### config.mk
export PLATFORM = sky130hd
export DESIGN_NAME = mul_issue_stage
export DESIGN_NICKNAME = d
export VERILOG_FILES = /design/src/rtl/mul_issue_stage.sv
export SDC_FILE = /design/constraint.sdc
export NUM_CORES = 1
export LEC_CHECK = 0
export ABC_CLOCK_PERIOD_IN_PS = 6150
export BUFFER_PORTS_ARGS = -buffer_cell sky130_fd_sc_hd__clkbuf_2
export CELL_PAD_IN_SITES_DETAIL_PLACEMENT = 1
export CELL_PAD_IN_SITES_GLOBAL_PLACEMENT = 2
export CORE_MARGIN = 10
export CORE_UTILIZATION = 33
export CTS_BUF_LIST = sky130_fd_sc_hd__clkbuf_8
export CTS_CLUSTER_SIZE = 10
export DETAILED_ROUTE_END_ITERATION = 6
export PLACE_DENSITY_LB_ADDON = 0.1
export SLEW_MARGIN = 20
export SYNTH_ARGS = -nofsm -noshare
export SYNTH_HDL_FRONTEND = slang
export SYNTH_SLANG_ARGS = --single-unit
export TNS_END_PERCENT = 30
### constraint.sdc
create_clock -name clk -period 6.15 [get_ports clk]
set_clock_uncertainty 0.1 [all_clocks]
set_input_delay 0 -clock clk [delete_from_list [all_inputs] [get_ports clk]]
set_output_delay 0 -clock clk [all_outputs]
set_load 0.02 [all_outputs]
### src/rtl/mul_issue_stage.sv
// Two-stage issue/retire wrapper around an external unsigned N x N array multiplier.
// S1 registers operand magnitudes and signs; S2 sign-corrects the array product and selects the half.
module mul_issue_stage #(
    parameter int N     = 32,
    parameter int TAG_W = 5
) (
    input  logic             clk,
    input  logic             rst_n,
    input  logic             flush,
    input  logic             in_valid,
    output logic             in_ready,
    input  logic [1:0]       in_op,
    input  logic [N-1:0]     in_a,
    input  logic [N-1:0]     in_b,
    input  logic [TAG_W-1:0] in_tag,
    output logic [N-1:0]     arr_a,
    output logic [N-1:0]     arr_b,
    input  logic [N-1:0]     arr_hi,
    input  logic [N-1:0]     arr_lo,
    output logic             out_valid,
    input  logic             out_ready,
    output logic [N-1:0]     out_result,
    output logic [TAG_W-1:0] out_tag
);

    typedef enum logic [1:0] {
        OP_MUL    = 2'b00,
        OP_MULH   = 2'b01,
        OP_MULHSU = 2'b10,
        OP_MULHU  = 2'b11
    } op_e;

    typedef struct packed {
        op_e              op;
        logic [TAG_W-1:0] tag;
        logic             neg_a;
        logic             neg_b;
        logic [N-1:0]     mag_a;
        logic [N-1:0]     mag_b;
    } s1_t;

    s1_t              s1_q, s1_d;
    logic             s1_valid_q, s1_valid_d;
    logic             s2_valid_q, s2_valid_d;
    logic [N-1:0]     res_q, res_d;
    logic [TAG_W-1:0] tag_q, tag_d;

    logic             s2_free, advance, accept;
    logic             neg_a_in, neg_b_in;
    logic [2*N-1:0]   prod, prod_c;

    assign s2_free  = !s2_valid_q || out_ready;
    assign advance  = s1_valid_q && s2_free;
    assign in_ready = !s1_valid_q || s2_free;
    assign accept   = in_valid && in_ready && !flush;

    assign neg_a_in = in_a[N-1] && ((in_op == OP_MULH) || (in_op == OP_MULHSU));
    assign neg_b_in = in_b[N-1] && (in_op == OP_MULH);

    // Array sees unsigned magnitudes; sign is reapplied to the full 2N-bit product.
    assign prod   = {arr_hi, arr_lo};
    assign prod_c = (s1_q.neg_a ^ s1_q.neg_b) ? (~prod + 1'b1) : prod;

    always_comb begin
        s1_d       = s1_q;
        s1_valid_d = s1_valid_q;
        s2_valid_d = s2_valid_q;
        res_d      = res_q;
        tag_d      = tag_q;

        if (accept) begin
            s1_d.op    = op_e'(in_op);
            s1_d.tag   = in_tag;
            s1_d.neg_a = neg_a_in;
            s1_d.neg_b = neg_b_in;
            s1_d.mag_a = neg_a_in ? (~in_a + 1'b1) : in_a;
            s1_d.mag_b = neg_b_in ? (~in_b + 1'b1) : in_b;
        end

        if (advance && !flush) begin
            res_d = (s1_q.op == OP_MUL) ? prod_c[N-1:0] : prod_c[2*N-1:N];
            tag_d = s1_q.tag;
        end

        if (flush) begin
            s1_valid_d = 1'b0;
            s2_valid_d = 1'b0;
        end else begin
            if (accept)         s1_valid_d = 1'b1;
            else if (advance)   s1_valid_d = 1'b0;
            if (advance)        s2_valid_d = 1'b1;
            else if (out_ready) s2_valid_d = 1'b0;
        end
    end

    always_ff @(posedge clk or negedge rst_n) begin
        if (!rst_n) begin
            s1_q       <= '0;
            s1_valid_q <= 1'b0;
            s2_valid_q <= 1'b0;
            res_q      <= '0;
            tag_q      <= '0;
        end else begin
            s1_q       <= s1_d;
            s1_valid_q <= s1_valid_d;
            s2_valid_q <= s2_valid_d;
            res_q      <= res_d;
            tag_q      <= tag_d;
        end
    end

    assign arr_a      = s1_q.mag_a;
    assign arr_b      = s1_q.mag_b;
    assign out_valid  = s2_valid_q;
    assign out_result = res_q;
    assign out_tag    = tag_q;

endmodule

==> flow_summary.toml, run 1 <==
[floorplan]
die_y_um = 174
io_pins = 243
die_x_um = 174
core_sq_um = 23500
initial_utilization_pct = 33.5
rows = 56
die_area_sq_um = 30400

[grt]
grt_max_degree = 86
grt_usage_pct = 20.9
grt_pass1_vias = 9089
grt-ovfl-total = 0
grt_pass1_wl_um = 51000
antenna_found_initial = 2

[placement]
gp_congestion = 0.891
pre_cts_ws_ns = 3.30
hpwl_um = 23300
postPlaceCellArea_sq_um = 8930
port_buffers = 242
dp_cells = 1410

[routing]
drtPass1Iterations = 5
wire_per_inst_um = 20.5
vias_per_cell = 5.19
drtAntennaViolNets = 0
routed_wl_um = 32500
drt_iter0_drc = 443
vias = 8216
drc_errors = 0

[clocking]
htree_levels = 3
max-clock-path-buffers = 2
cts_resized = 0
clock_latency_ns = 0.40
cts.sinks = 112
post_cts_buffers = 0
clk_pin_slew_worst_paths_ns = 0.12
cts_tree = "built"
cts_root_buf = "clkbuf_8"
cts_buffers = 9

[final_layout]
final_cell_area_sq_um = 10700
layout_commonest_cell = "clkbuf_2"
final_cell_mix = "241 x clkbuf_2, 154 x dlygate4sd3_1, 133 x nand2_1"
layout.nets = 1400
stdcell_count = 1582
drive_above_1_share_pct = 23.6
areaGrowthSynthToFinish_pct = 35.5

[job]
max_cap_viol_count = 0

[pwr]
p_clk_share_pct = 18.1
ir_drop_mv = 0.111
power_switching_uw = 1030
powerDensity_nw_per_um2 = 236
switching_share_pct = 40.9
static-leakage-power_uw = 0.00459
internal_power_uw = 1490
p_comb_share_pct = 43.0
power_frac_seq_pct = 38.8

[timing]
fmax_mhz = 255
tightest_slew_ns = 1.07
rsz0062_at_grt = "false"
final_max_slew_viol_count = 0
setup_viol = 0
whs_ns = 0.0355
max-slew-margin-rel_pct = 27.8
final.setup.worst_slack_ns = 2.22
period_minus_slack_ns = 3.93
tns_ns = 0
period_share_pct = 63.9
hold_viol = 0

[worst_setup_path]
worst_ep_required_time_ns = 6.34
critPathLaunchType = "input port"
path_cells = "dlygate4sd3_1 > clkbuf_2 > nor3_2 > nand4_1 > nor3_1 > a31oi_1 > xnor2_1 > dlygate4sd3_1 > o21ai_0 > dlygate4sd3_1"
reg2reg_slack_ns = 3.26
path_common_cell = "dlygate4sd3_1"
endpoint_kind = "flop"
cp.arrival_ns = 4.12
cp_top_family = "simple AND/OR/NAND/NOR gates"
worst-path-buf-inv = 4
cp_slowest_cell = "nor3_1"
slowest_delay_ns = 0.89
crit_fanout = 12
critPathKind = "input port to flop"

[yosys]
synthArstFlopShare_pct = 100
synth.avg_cell_area_sq_um = 8.30
yosys_warnings = 0
post_synth_num_cell_types = 65
synth_edf_count = 0
ys_ff_latch = 112
ys.flop_type = "dfrtp_1"
syn_nets = 1092
synth_area_sq_um = 7870
ys_seq_area_share_pct = 35.6
synthCells = 948

[worst_hold_path]
hold_path_class = "input port to flop"

[status]
status = "finished clean"
-- power by group through the flow --
| stage | clock [uW] | combinational (uW) | sequential [uW] |
|---|---|---|---|
| floorplan | 0 | 553 | 1060 |
| global placement | 0 | 923 | 992 |
| detailed placement | 0 | 931 | 994 |
| CTS | 483 | 1090 | 980 |
| global route | 508 | 1180 | 998 |
| finish | 457 | 1080 | 978 |
-- metrics by stage --
stage | util [%] | power [uW]
6_report | 45.4 | 2520
3_3_place_gp | 38.1 | 1910
5_1_grt | 45.4 | 2690
4_1_cts | 45.4 | 2550
3_5_place_dp | 38.1 | 1920
2_1_floorplan | - | 1610
-- cell type report --
cell class | instances | area, sq um
Clock inverter | 7 | 60.1
Sequential cell | 112 | 2800
Multi-Input combinational cell | 711 | 4380
Tap cell | 319 | 399
Fill cell | 2876 | 12800
Clock buffer | 9 | 124
Antenna cell | 2 | 5.00
Inverter | 14 | 52.6
Timing Repair Buffer | 408 | 2850
-- cell usage after synthesis (8+ instances only) --
library cell  instances  area share, %
nand2_1             133            6.3
dfrtp_1             112             36
o21ai_0             104            6.6
nor2_1               65            3.1
buf_4                64            6.1
xnor2_1              62            6.9
clkbuf_1             43            2.1
xor2_1               40            4.5
a21oi_1              37            2.4
nor3_1               33            2.1
nor4_1               22            1.7
a31oi_1              21            1.7
nand3_1              15           0.95
inv_1                14           0.67
nand4_1              14            1.1
o31ai_1              14            1.3
o41ai_1              12            1.3
or4_1                11            1.0
or3_1                 9           0.72
mux2_2                8            1.1
nand3b_1              8           0.76
o221ai_1              8           0.89
-- state kept, by name, summed over array words and instances, names as in the netlist --
name        flops
out_tag         5
s1_valid_q      1
out_result     32
out_valid       1
arr_b          32
arr_a          32
s1_q            9
-- cell families (layout without fill, tap and decap cells) --
group           Yosys count  in the layout  synth area share [%]
other cells               0              2                     0
simple gates            351            351                  22.6
mux                      12             12                  1.65
compound gates          242            242                  19.2
flops                   112            112                  35.6
buf+inv                 125            438                  9.03
fa+ha+maj                 4              4                 0.636
xor+xnor                102            102                  11.3
-- per-layer routing --
metal | track usage (%) | up-vias | share of wire (%)
met5 | 0 | - | 0
met4 | 6.66 | 0 | 1.9
met3 | 4.29 | 35 | 5.7
met2 | 37.0 | 231 | 50
met1 | 24.6 | 3992 | 42
li1 | - | 3958 | -
-- worst register-to-register path: stages, from the launching register on --
cell,delay [ns]
dfrtp_1,0.36
nor2b_1,0.40
or2_2,0.80
or3_1,0.23
nor2_1,0.04
a221oi_1,0.22
nand2_1,0.08
dlygate4sd3_1,0.56
-- repair_timing --
action / 4_1_cts / 5_1_grt
hold buffers: 154 / 0
hold endpoints to repair: 158 / 0
setup endpoints to repair: 0 / 0
-- path summary, 6_finish.rpt --
| path | from | endpoint | depth (start not counted) |
|---|---|---|---|
| min reg2reg | s1_q[67] | out_tag[1] | 2 |
| max | arr_lo[10] | out_result[20] | 10 |
| max reg2reg | out_valid | out_result[27] | 7 |
| min in group asynchronous | rst_n | out_tag[4] | 2 |
| min | arr_lo[9] | out_result[9] | 4 |
| max in group asynchronous | rst_n | arr_a[1] | 3 |
(Power assumes the default switching activity.)
==> run 2: changes to the inputs <==
--- a/config.mk
+++ b/config.mk
@@ -5,12 +5,12 @@
 export SDC_FILE = /design/constraint.sdc
 export NUM_CORES = 1
 export LEC_CHECK = 0
-export ABC_CLOCK_PERIOD_IN_PS = 6150
+export ABC_CLOCK_PERIOD_IN_PS = 3610
 export BUFFER_PORTS_ARGS = -buffer_cell sky130_fd_sc_hd__clkbuf_2
 export CELL_PAD_IN_SITES_DETAIL_PLACEMENT = 1
 export CELL_PAD_IN_SITES_GLOBAL_PLACEMENT = 2
 export CORE_MARGIN = 10
-export CORE_UTILIZATION = 33
+export CORE_UTILIZATION = 27
 export CTS_BUF_LIST = sky130_fd_sc_hd__clkbuf_8
 export CTS_CLUSTER_SIZE = 10
 export DETAILED_ROUTE_END_ITERATION = 6
==> constraint.sdc (replaced) <==
create_clock -name clk -period 3.61 [get_ports clk]
set_clock_uncertainty 0.1 [all_clocks]
set_input_delay 0 -clock clk [delete_from_list [all_inputs] [get_ports clk]]
set_output_delay 0 -clock clk [all_outputs]
set_load 0.02 [all_outputs]
==> run 2 against run 1 <==
Clock power increased by 84%. Utilization decreased by 7.5 points. Final cell count increased by 4.9%. Combinational power increased by 72%. Sequential share of layout area decreased by 0.54 points. Power increased by 73%. Die area increased by 20%. Design area increased by 2.1%. Global-route usage decreased by 2.4 points. Sequential power increased by 70%. Critical path depth decreased by 1. Critical endpoint is now out_result[21].
==> flow_summary.toml, run 2 (same netlist as run 1, synthesis figures left out) <==
[worst_setup_path]
endpoint_kind = "flop"
crit_fanout = 8
critPathKind = "input port to flop"
cp.arrival_ns = 3.58
critPathLaunchType = "input port"
worst_ep_required_time_ns = 3.84

[pwr]
static-leakage-power_uw = 0.00469
power_frac_seq_pct = 38.1
p_clk_share_pct = 19.3
switching_share_pct = 40.4
powerDensity_nw_per_um2 = 400
p_comb_share_pct = 42.6
internal_power_uw = 2600
ir_drop_mv = 0.142
power_switching_uw = 1760

[timing]
rsz0062_at_grt = "false"
setup_viol = 0
whs_ns = 0.0160
fmax_mhz = 298
tightest_slew_ns = 0.914
hold_viol = 0
tns_ns = 0
final_max_slew_viol_count = 0
final.setup.worst_slack_ns = 0.257
max-slew-margin-rel_pct = 38.5
period_minus_slack_ns = 3.35
period_share_pct = 92.9

[placement]
gp_congestion = 0.860
port_buffers = 242
dp_cells = 1495
postPlaceCellArea_sq_um = 9190
hpwl_um = 25600
pre_cts_ws_ns = 0.946

[clocking]
clock_latency_ns = 0.39
cts_root_buf = "clkbuf_8"
post_cts_buffers = 0
cts.sinks = 112
cts_resized = 0
cts_buffers = 9
clk_pin_slew_worst_paths_ns = 0.11
htree_levels = 3
cts_tree = "built"
max-clock-path-buffers = 2

[final_layout]
final_cell_mix = "241 x clkbuf_2, 151 x dlygate4sd3_1, 133 x nand2_1"
diodes = 0
stdcell_count = 1660
areaGrowthSynthToFinish_pct = 38.4
layout.nets = 1417
drive_above_1_share_pct = 24.8
fillers = 3503
layout_commonest_cell = "clkbuf_2"
multi_input_area_sq_um = 4380
seqCellArea_sq_um = 2800
final_cell_area_sq_um = 10900

[floorplan]
die_y_um = 191
initial_utilization_pct = 27.4
rows = 62
core_sq_um = 28700
die_x_um = 191
io_pins = 243
die_area_sq_um = 36400

[grt]
grt_pass1_vias = 8972
antenna_found_initial = 0
grt_max_degree = 140
grt_pass1_wl_um = 53100
grt-ovfl-total = 0
grt_usage_pct = 18.5

[routing]
routed_wl_um = 34000
drc_errors = 0
drtPass1Iterations = 5
drt_iter0_drc = 401
drtAntennaViolNets = 0
vias = 8236
wire_per_inst_um = 20.5
vias_per_cell = 4.96

[job]
max_cap_viol_count = 0

[worst_hold_path]
hold_path_class = "input port to flop"

[status]
status = "finished clean"
[run 2: worst max-delay path, stage by stage]
cell and delay, ns:
dlygate4sd3_1 0.54, clkbuf_2 0.16, nor4_2 0.51, nand2_2 0.24, or4_1 0.63, o41ai_1 0.48, xor2_1 0.12, a221oi_1 0.31
dlygate4sd3_1 0.59
[run 2: power groups by stage]
stage	registers, uW	clock network (uW)	logic (uW)
2_1_floorplan	1810	0	942
3_5_place_dp	1690	0	1630
3_3_place_gp	1690	0	1620
6_report	1660	841	1860
5_1_grt	1700	938	2040
4_1_cts	1670	892	1880
[run 2: path summary, 6_finish.rpt]
path                            start             end  slack [ns]  depth (start not counted)
max                         arr_lo[0]  out_result[21]        0.26                          9
min                        arr_hi[25]  out_result[25]        0.02                          4
max reg2reg                  s1_q[64]  out_result[18]        0.86                          7
min reg2reg                  s1_q[67]      out_tag[1]        0.39                          2
max in group asynchronous       rst_n       arr_b[22]        2.37                          3
min in group asynchronous       rst_n   out_result[0]        0.15                          2
[run 2: layout make-up]
type,instances,share of cell area [%]
clock buffers,9,1.14
clock inverters,5,0.609
inverters,14,0.482
multi-input cells,711,40.2
flip-flops and latches,112,25.7
well taps,384,4.41
repair buffers,425,27.5
[run 2: metrics by stage]
step	utilization [%]	total power (uW)
detailed placement	32.0	3330
global route	38.0	4670
CTS	38.0	4440
floorplan	-	2750
global placement	32.0	3310
finish	38.0	4360
[run 2: repair_timing]
item	4_1_cts	5_1_grt
endpoints found under the setup margin	0	0
hold buffers	151	0
endpoints found under the hold margin	159	0
[run 2: routing by layer]
layer | GRT usage [%] | vias to the layer above | share of wire [%]
li1 | - | 3992 | -
met1 | 22.3 | 4024 | 43
met2 | 32.7 | 200 | 50
met3 | 4.35 | 20 | 5.6
met4 | 3.94 | 0 | 1.3
met5 | 0 | - | 0
==> run 3: changes to the inputs <==
--- a/config.mk
+++ b/config.mk
@@ -5,15 +5,17 @@
 export SDC_FILE = /design/constraint.sdc
 export NUM_CORES = 1
 export LEC_CHECK = 0
+export ABC_AREA = 1
 export ABC_CLOCK_PERIOD_IN_PS = 3610
 export BUFFER_PORTS_ARGS = -buffer_cell sky130_fd_sc_hd__clkbuf_2
 export CELL_PAD_IN_SITES_DETAIL_PLACEMENT = 1
 export CELL_PAD_IN_SITES_GLOBAL_PLACEMENT = 2
 export CORE_MARGIN = 10
-export CORE_UTILIZATION = 27
+export CORE_UTILIZATION = 26
 export CTS_BUF_LIST = sky130_fd_sc_hd__clkbuf_8
 export CTS_CLUSTER_SIZE = 10
 export DETAILED_ROUTE_END_ITERATION = 6
+export GPL_TIMING_DRIVEN = 0
 export PLACE_DENSITY_LB_ADDON = 0.1
 export SLEW_MARGIN = 20
 export SYNTH_ARGS = -nofsm -noshare
==> run 3 against run 2 <==
Critical path depth up 4. Final cell count up 39%. Synthesized cell count up 53%. Critical path type unchanged. Utilization down 1.4 points. Global-route usage up 2.2 points. Synthesized area up 16%. Design area up 16%. Sequential share of layout area down 3.6 points. Largest cell class unchanged. Sequential power about the same.
==> flow_summary.toml, run 3 <==
[worst_setup_path]
worst-path-buf-inv = 7
r2r_start = "s1_q[72]"
path_cells = "dlygate4sd3_1 > clkbuf_2 > inv_1 > ha_1 > nor2_4 > inv_1 > clkbuf_1 > o21ai_0 > nand2_1 > dlygate4sd3_1 > nand3_1 > dlygate4sd3_1 > nand2_1"
reg2reg_slack_ns = 0.69
slowest_delay_ns = 0.56
critPathLaunchType = "input port"
endpoint_kind = "flop"
cp_top_family = "buffers and inverters"
path_common_cell = "dlygate4sd3_1"
crit_fanout = 10
cp.arrival_ns = 3.35
critPathKind = "input port to flop"
rr_endpoint = "out_result[7]"
cp_slowest_cell = "dlygate4sd3_1"
worst_ep_required_time_ns = 3.85
r2r.worst_path.cells = 7

[floorplan]
io_pins = 243
die_area_sq_um = 43200
rows = 68
initial_utilization_pct = 26.5
core_sq_um = 34600
die_x_um = 208
die_y_um = 208

[timing]
period_share_pct = 86.2
period_minus_slack_ns = 3.11
final_max_slew_viol_count = 0
fmax_mhz = 321
setup_viol = 0
max-slew-margin-rel_pct = 46.3
rsz0062_at_grt = "false"
tns_ns = 0
tightest_slew_ns = 0.805
hold_viol = 0

[clocking]
postCtsHoldBufs = 147
cts_buffers = 9
clock_latency_ns = 0.45
cts.sinks = 112
cts_resized = 0
htree_levels = 3
cts_root_buf = "clkbuf_8"
clk_pin_slew_worst_paths_ns = 0.12
cts_tree = "built"
max-clock-path-buffers = 2
post_cts_buffers = 0

[job]
max_cap_viol_count = 0

[pwr]
powerDensity_nw_per_um2 = 385
power_uw = 4880
ir_drop_mv = 0.170
static-leakage-power_uw = 0.00634

[routing]
drtPass1Iterations = 4
drtAntennaViolNets = 0
vias = 10800
drt_iter0_drc = 492
wire_per_inst_um = 19.7
routed_wl_um = 45500
vias_per_cell = 4.68
drc_errors = 0

[worst_hold_path]
hold_path_class = "input port to flop"
min_from = "arr_lo[20]"
min_path_cells = 6
whs_endpoint = "out_result[20]"

[yosys]
synth_top_cells_by_area = "dfrtp_1 31%, nand2_1 17%, nor2_1 9.5%"
ys_seq_area_share_pct = 30.6
synth_edf_count = 0
synth_top_family_by_area = "simple AND/OR/NAND/NOR gates"
netlist.area_leader.share_pct = 30.6
yosysMostFrequentCell = "nand2_1"
synth-compound-area-share_pct = 10.6
synthAdderAreaFrac_pct = 0.546
netlist.top_cell.by_area = "dfrtp_1"
yosys.area_share.simple_pct = 42.0
synth_area_sq_um = 9170
ys_ff_latch = 112
ys.flop_type = "dfrtp_1"
syn_nets = 1590
synth_xor_xnor_area_share_pct = 3.15
synthCells = 1446
post_synth_num_cell_types = 43
yosys_warnings = 0
synthMuxAreaShare_pct = 0
synth_common_cells = "415 x nand2_1, 231 x nor2_1, 131 x inv_1, 131 x nand3_1, 112 x dfrtp_1"
synthArstFlopShare_pct = 100
synth.avg_cell_area_sq_um = 6.34

[grt]
grt_usage_pct = 20.7
grt_max_degree = 62
grt-ovfl-total = 0
grt_pass1_vias = 11800
grt_pass1_wl_um = 69700
antenna_found_initial = 2

[placement]
gp_congestion = 0.874
hpwl_um = 36500
port_buffers = 242

[status]
status = "finished clean"

[final_layout]
layout.nets = 1991
areaGrowthSynthToFinish_pct = 38.3
final_cell_mix = "415 x nand2_1, 241 x clkbuf_2, 231 x nor2_1"
fillers = 4539
drive_above_1_share_pct = 22.1
layout_commonest_cell = "nand2_1"
[run 3: cell count changes in the layout (fill, tap and decap cells not counted), moves of 26 or more]
cell and change:
xnor2_1 -55, nor2_1 +167, buf_4 +35, nand2_1 +282, o21ai_0 -26, nand3_1 +116
inv_1 +118
[run 3: cells by family (layout without fill, tap and decap cells)]
family,Yosys count,after routing
xor+xnor,33,33
simple gates,878,878
buf+inv,246,652
compound gates,173,173
other cells,0,2
flops,112,112
fa+ha+maj,4,4
[run 3: stage by stage]
stage                     cells  instance area [sq um]  util (%)  hold slack, ns  setup WS (ns)
after detailed placement   2144                  11000      31.7         -0.0841           1.21
after global routing       2309                  12700      36.6          0.0796          0.211
after floorplan            1446                   9170         -          -0.396           1.90
after global placement     2143                  10900      31.6           0.119          0.292
final                      2309                  12700      36.6          0.0178          0.497
after CTS                  2307                  12700      36.6          0.0158          0.557
[run 3: worst max path at each step]
| stage | start | endpoint | slack (ns) | depth (start not counted) |
|---|---|---|---|---|
| 5_1_grt | in_op[1] | arr_a[11] | 0.21 | 13 |
| 6_report | in_op[1] | arr_a[11] | 0.50 | 13 |
| 3_5_place_dp | s1_valid_q | out_result[21] | 1.21 | 6 |
| 3_3_place_gp | rst_n | arr_b[20] | 0.29 | 1 |
| 4_1_cts | in_op[1] | arr_a[11] | 0.56 | 13 |
| 2_1_floorplan | out_valid | arr_a[26] | 1.90 | 9 |
[run 3: cell type report]
class | count | area (sq um) | share of cell area [%]
multi-input cells | 1088 | 5160 | 40.7
repair buffers | 390 | 2730 | 21.5
flip-flops and latches | 112 | 2800 | 22.1
diodes | 2 | 5.00 | 0.0395
inverters | 139 | 522 | 4.12
clock buffers | 9 | 124 | 0.978
plain buffers | 107 | 684 | 5.40
clock inverters | 7 | 78.8 | 0.622
well taps | 455 | 569 | 4.49
[run 3: worst register-to-register path, stage by stage, from the launching register on]
cell and delay [ns]:
dfrtp_1 0.41, nor2_1 0.50, inv_1 0.19, clkbuf_1 0.37, buf_4 0.33, nand3_1 0.23, a31oi_1 0.12, dlygate4sd3_1 0.58
[run 3: where the power goes]
part | switching (uW) | leakage (uW) | internal (uW)
logic | 1430 | 0.00490 | 918
clock network | 560 | 0.000104 | 331
registers | 142 | 0.00134 | 1500
[run 3: per-layer routing]
metal | wire length [um] | track usage (%) | vias up | part of all wire (%)
li1 | - | - | 5361 | -
met1 | 19500 | 24.2 | 5178 | 43
met2 | 22800 | 36.7 | 198 | 50
met3 | 1640 | 3.43 | 66 | 3.6
met4 | 1580 | 8.29 | 0 | 3.5
met5 | 0 | 0 | - | 0
